===== src/rtl/radix4_sdf_gather.sv =====
// Input gather stage of a radix-4 SDF FFT stage: buffers quarters 0..2 of each frame and
// presents x[k], x[k+N/4], x[k+N/2], x[k+3N/4] plus twiddle exponents as quarter-3 arrives.
module radix4_sdf_gather #(
  parameter int WIDTH = 32,
  parameter int N     = 64,
  localparam int LOG2N = $clog2(N)
) (
  input  logic             clock,
  input  logic             reset,
  input  logic             in_valid,
  input  logic             in_sof,
  input  logic [WIDTH-1:0] in_re,
  input  logic [WIDTH-1:0] in_im,
  output logic             out_valid,
  output logic             out_last,
  output logic [WIDTH-1:0] ar,
  output logic [WIDTH-1:0] ai,
  output logic [WIDTH-1:0] br,
  output logic [WIDTH-1:0] bi,
  output logic [WIDTH-1:0] cr,
  output logic [WIDTH-1:0] ci,
  output logic [WIDTH-1:0] dr,
  output logic [WIDTH-1:0] di,
  output logic [LOG2N-1:0] w0_exp,
  output logic [LOG2N-1:0] w1_exp,
  output logic [LOG2N-1:0] w2_exp
);

  localparam int Q  = N / 4;
  localparam int KW = LOG2N - 2;

  // state | meaning
  // FILL0 | quarter 0 arriving, stored in buf0
  // FILL1 | quarter 1 arriving, stored in buf1
  // FILL2 | quarter 2 arriving, stored in buf2
  // EMIT  | quarter 3 arriving, butterfly inputs registered
  typedef enum logic [1:0] {FILL0 = 2'd0, FILL1 = 2'd1, FILL2 = 2'd2, EMIT = 2'd3} state_t;

  logic [LOG2N-1:0] idx_q, idx_d, eff_idx;
  state_t           state;
  logic [KW-1:0]    k;

  logic [2*WIDTH-1:0] buf0_mem [Q];
  logic [2*WIDTH-1:0] buf1_mem [Q];
  logic [2*WIDTH-1:0] buf2_mem [Q];

  logic               out_valid_q, out_valid_d;
  logic               out_last_q, out_last_d;
  logic [2*WIDTH-1:0] a_q, a_d, b_q, b_d, c_q, c_d, d_q, d_d;
  logic [LOG2N-1:0]   w0_q, w0_d, w1_q, w1_d, w2_q, w2_d;

  // A start-of-frame sample always lands at index 0, dropping any partial frame.
  always_comb begin
    eff_idx = in_sof ? '0 : idx_q;
    state   = state_t'(eff_idx[LOG2N-1:LOG2N-2]);
    k       = eff_idx[KW-1:0];
  end

  always_ff @(posedge clock) begin
    if (in_valid) begin
      case (state)
        FILL0:   buf0_mem[k] <= {in_re, in_im};
        FILL1:   buf1_mem[k] <= {in_re, in_im};
        FILL2:   buf2_mem[k] <= {in_re, in_im};
        default: ;
      endcase
    end
  end

  always_comb begin
    idx_d       = idx_q;
    out_valid_d = 1'b0;
    out_last_d  = 1'b0;
    a_d         = a_q;
    b_d         = b_q;
    c_d         = c_q;
    d_d         = d_q;
    w0_d        = w0_q;
    w1_d        = w1_q;
    w2_d        = w2_q;
    if (in_valid) begin
      idx_d = eff_idx + 1'b1;
      if (state == EMIT) begin
        out_valid_d = 1'b1;
        out_last_d  = (k == '1);
        a_d         = buf0_mem[k];
        b_d         = buf1_mem[k];
        c_d         = buf2_mem[k];
        d_d         = {in_re, in_im};
        // 3k stays below N, so plain LOG2N-bit arithmetic never overflows.
        w0_d        = {2'b00, k};
        w1_d        = {1'b0, k, 1'b0};
        w2_d        = {2'b00, k} + {1'b0, k, 1'b0};
      end
    end
  end

  always_ff @(posedge clock) begin
    if (reset) begin
      idx_q       <= '0;
      out_valid_q <= 1'b0;
      out_last_q  <= 1'b0;
      a_q         <= '0;
      b_q         <= '0;
      c_q         <= '0;
      d_q         <= '0;
      w0_q        <= '0;
      w1_q        <= '0;
      w2_q        <= '0;
    end else begin
      idx_q       <= idx_d;
      out_valid_q <= out_valid_d;
      out_last_q  <= out_last_d;
      a_q         <= a_d;
      b_q         <= b_d;
      c_q         <= c_d;
      d_q         <= d_d;
      w0_q        <= w0_d;
      w1_q        <= w1_d;
      w2_q        <= w2_d;
    end
  end

  assign out_valid = out_valid_q;
  assign out_last  = out_last_q;
  assign ar        = a_q[2*WIDTH-1:WIDTH];
  assign ai        = a_q[WIDTH-1:0];
  assign br        = b_q[2*WIDTH-1:WIDTH];
  assign bi        = b_q[WIDTH-1:0];
  assign cr        = c_q[2*WIDTH-1:WIDTH];
  assign ci        = c_q[WIDTH-1:0];
  assign dr        = d_q[2*WIDTH-1:WIDTH];
  assign di        = d_q[WIDTH-1:0];
  assign w0_exp    = w0_q;
  assign w1_exp    = w1_q;
  assign w2_exp    = w2_q;

endmodule


===== config.mk =====
export PLATFORM = sky130hd
export DESIGN_NAME = radix4_sdf_gather
export DESIGN_NICKNAME = d
export VERILOG_FILES = /design/src/rtl/radix4_sdf_gather.sv
export SDC_FILE = /design/constraint.sdc
export NUM_CORES = 2
export LEC_CHECK = 0
export ABC_AREA = 1
export BUFFER_PORTS_ARGS = -buffer_cell sky130_fd_sc_hd__buf_2
export CORE_ASPECT_RATIO = 0.5
export CORE_MARGIN = 2
export CORE_UTILIZATION = 55
export CTS_CLUSTER_SIZE = 16
export DETAILED_ROUTE_END_ITERATION = 6
export GPL_TIMING_DRIVEN = 1
export MAX_ROUTING_LAYER = met4
export PLACE_DENSITY = 0.72
export SKIP_LAST_GASP = 1
export SLEW_MARGIN = 25
export SYNTH_ARGS = -nofsm -noshare
export SYNTH_HDL_FRONTEND = slang
export SYNTH_SLANG_ARGS = --single-unit

===== constraint.sdc =====
create_clock -name clock -period 8.8 [get_ports clock]
set_clock_uncertainty 0.05 [all_clocks]
set_input_delay 1.76 -clock clock [delete_from_list [all_inputs] [get_ports clock]]
set_output_delay 1.76 -clock clock [all_outputs]
set_load 0.02 [all_outputs]

==> flow_metrics.env <==
export IMPL_run_status="complete, but fails checks"
export IMPL_violations="DRC"
export IMPL_cts_tree="yes"
export IMPL_mostFrequentLayoutCell="nand2_1"
export IMPL_ys_warn_count=0
export IMPL_antenna_left=0
export IMPL_antenna_found_initial=53
export IMPL_fin_crit_ns=5.171
export IMPL_worstSetupPathDepth=9
export IMPL_drive_above_1_share_pct=7.824
export IMPL_num_rows=129
export IMPL_cts_buffers_inserted=294
export IMPL_sw_frac_of_total_pct=21.54
export IMPL_dp_cells=15920
export IMPL_post_drt_wl_per_cell_microns=24.11
export IMPL_endpoint="buf2_mem[12][61]$_DFFE_PP_"
export IMPL_area_growth_synth_to_final_pct=10.82
export IMPL_vias=93640
export IMPL_period_share_pct=58.76
export IMPL_grt_pass1_wl_mm=572.4
export IMPL_cts_hold_buf=0
export IMPL_crit_chain="buf_2 > inv_4 > nand2_8 > clkinv_1 > nor2_2 > nand2_1 > nor2_4 > buf_4 > buf_4"
export IMPL_maxCapViolCount=0
export IMPL_multi_input_area_sq_mm=0.03035
export IMPL_finalWorstSetupSlack_ns=3.629
export IMPL_r2r_cells=7
export IMPL_power_frac_comb_pct=4.0
export IMPL_fin_cells=16480
export IMPL_p_total_uw=31680
export IMPL_cts_root_buf="clkbuf_16"
export IMPL_routed_wl_mm=397.3
export IMPL_critPathMaxStageDelay_ns=0.87
export IMPL_p_per_area_mw_per_mm2=209.6
export IMPL_drt_pass1_iterations=7
export IMPL_hold_violations=0
export IMPL_fillers=18980
export IMPL_io_pins=344
export IMPL_finalSetupViolCount=0
export IMPL_clkPwrFrac_pct=41.1
export IMPL_yosysUniqueCellTypes=30
export IMPL_p_switching_uw=6824
export IMPL_end_kind="register"
export IMPL_syn_area_per_cell_sq_um=10.68
export IMPL_postCtsSetupBuffers=0
export IMPL_worstReg2RegStart="idx_q[0]$_SDFFE_PP0P_"
export IMPL_drt_first_iter_violations=15120
export IMPL_setup_tns_ns=0
export IMPL_cts_htree_levels=5
export IMPL_worstSetupPathType="input port to register"
export IMPL_async_flop_share_pct=0
export IMPL_hpwl_mm=211.2
export IMPL_clkLatencyLatePin_ns=0.88
export IMPL_critPathRequiredTime_ns=9.22
export IMPL_numPortBuffers=339
export IMPL_core_area_sq_mm=0.2469
export IMPL_worst_ep_arrival_time_ns=5.59
export IMPL_clk_path_buf_depth=4
export IMPL_die_h_microns=356.1
export IMPL_crit_top_cell="buf_4"
export IMPL_worst_path_buf_inv=5
export IMPL_synthCells=12770
export IMPL_critPathLaunch="in_sof"
export IMPL_layout_common_cells="nand2_1 (3536), edfxtp_1 (3072), nor2_1 (1638)"
export IMPL_synth_edff_count=3072
export IMPL_r2r_setup_slack_ns=3.81
export IMPL_die_w_microns=708.3
export IMPL_path_max_fanout=54
export IMPL_grt_max_degree=208
export IMPL_cts_sinks=3345
export IMPL_place_congestion=0.8694
export IMPL_rsz0062_at_grt="no"
export IMPL_slowest_stage="clkinv_1"
export IMPL_grt_pass1_vias=87460
export IMPL_yosysSeqAreaShare_pct=71.64
export IMPL_slew_violations=0
export IMPL_hold_ws_ns=0.4129
export IMPL_p_seq_share_pct=54.9
export IMPL_ys_ff_latch=3345
export IMPL_netlist_area_sq_mm=0.1364
export IMPL_hold_class="register to register"
export IMPL_initial_core_util_pct=55.23
export IMPL_vdd_drop_max_v=0.0001661
export IMPL_internal_power_uw=24850
export IMPL_tightest_slew_ns=1.410
export IMPL_grt_usage_pct=31.89
export IMPL_pre_cts_slack_ns=2.870
export IMPL_synthFlopType="edfxtp_1"
export IMPL_worst_setup_path_start_kind="input port"
export IMPL_clk_pin_slew_ns=0.07
export IMPL_grt_ovfl_total=0
export IMPL_drc=2
export IMPL_slew_headroom_pct=5.967
export IMPL_timing_fmax_ghz=0.1934
export IMPL_die_area_sq_mm=0.2522
export IMPL_reg2reg_to="buf2_mem[15][27]$_DFFE_PP_"
export IMPL_fin_nets=13020
export IMPL_path_delay_family="buffers and inverters"
export IMPL_via_per_inst=5.682
export IMPL_cts_resized=0
export IMPL_register_area_sq_mm=0.09772
export IMPL_power_leakage_uw=0.06149
-- area by class of cell --
class                   instances  area share [%]
diodes                         27         0.04470
clock buffers                 402           5.443
clock inverters               123          0.7864
inverters                    1492           3.723
multi-input cells            7266           20.08
flip-flops and latches       3345           64.65
well taps                    3275           2.711
repair buffers                550           2.567
-- logic make-up (layout without fill, tap and decap cells) --
family / Yosys count / in the layout / synth area share (%)
simple gates: 6058 / 6058 / 17.46
flops: 3345 / 3345 / 71.64
buf+inv: 2166 / 2567 / 6.436
compound gates: 1196 / 1196 / 4.396
fa+ha+maj: 5 / 5 / 0.04587
xor+xnor: 3 / 3 / 0.01927
other cells: 1 / 31 / 0.002749
-- layer usage --
| metal | GRT usage (%) | up-vias | wire length (microns) |
|---|---|---|---|
| li1 | - | 42110 | - |
| met1 | 43.80 | 44750 | 151100 |
| met2 | 47.47 | 5920 | 177300 |
| met3 | 5.620 | 864 | 50960 |
| met4 | 13.39 | 0 | 17950 |
| met5 | - | - | 0 |
-- synthesized netlist by cell type, types with 2 or more instances --
library cell / instances / area [sq um]
nand2_1: 3537 / 13280
edfxtp_1: 3072 / 92250
nor2_1: 1689 / 6340
inv_1: 1484 / 5570
nand3_1: 821 / 4109
o21ai_0: 778 / 3894
buf_2: 351 / 1757
o21ai_1: 321 / 1607
dfxtp_1: 273 / 5465
clkbuf_1: 244 / 915.9
a21oi_1: 93 / 465.5
buf_4: 46 / 345.3
buf_1: 21 / 78.83
clkbuf_2: 9 / 45.04
ha_1: 5 / 62.56
inv_2: 5 / 18.77
nor2_2: 5 / 31.28
buf_6: 3 / 33.78
xor2_1: 3 / 26.28
clkinv_1: 2 / 7.510
nand2_4: 2 / 22.52
o211ai_1: 2 / 15.01
-- how the worst min path moves through the flow --
stage | endpoint | startpoint | cells past startpoint | slack [ns]
5_1_grt | d_q[63]$_SDFFE_PP0P_ | d_q[63]$_SDFFE_PP0P_ | 2 | 0.43
3_3_place_gp | d_q[34]$_SDFFE_PP0P_ | d_q[34]$_SDFFE_PP0P_ | 2 | 0.40
3_5_place_dp | d_q[50]$_SDFFE_PP0P_ | d_q[50]$_SDFFE_PP0P_ | 2 | 0.40
2_1_floorplan | idx_q[3]$_SDFFE_PP0P_ | idx_q[3]$_SDFFE_PP0P_ | 1 | 0.41
6_report | d_q[60]$_SDFFE_PP0P_ | d_q[60]$_SDFFE_PP0P_ | 2 | 0.41
4_1_cts | d_q[40]$_SDFFE_PP0P_ | d_q[40]$_SDFFE_PP0P_ | 2 | 0.41
-- worst reg2reg max path, stage by stage (launching register included) --
cell and delay [ns]:
dfxtp_4 0.73, buf_4 0.76, inv_1 0.21, nor2_4 0.36
ha_1 0.31, nand2_1 0.27, nor2_4 0.84, buf_4 0.90
-- state kept, by name (all words and copies together) (netlist names) --
register / flops
w2_exp: 6
buf0_mem: 1024
out_valid: 1
idx_q: 6
d_q: 64
w0_exp: 3
buf1_mem: 1024
b_q: 64
buf2_mem: 1024
a_q: 64
out_last: 1
c_q: 64
-- power by group through the flow --
stage / registers, uW / logic (uW) / clock network [uW]
after floorplan: 17700 / 656 / 0
after global placement: 17700 / 1210 / 0
after detailed placement: 17700 / 1240 / 0
after CTS: 17400 / 1250 / 13000
after global routing: 17400 / 1380 / 13700
final: 17400 / 1280 / 13000
-- through the flow --
step	utilization, %	cell area (sq um)
floorplan	-	136400
CTS	61.11	150900
detailed placement	57.30	141500
global placement	57.22	141300
global route	61.20	151100
finish	61.21	151200
Note: power is estimated with default switching activity, not from simulation.
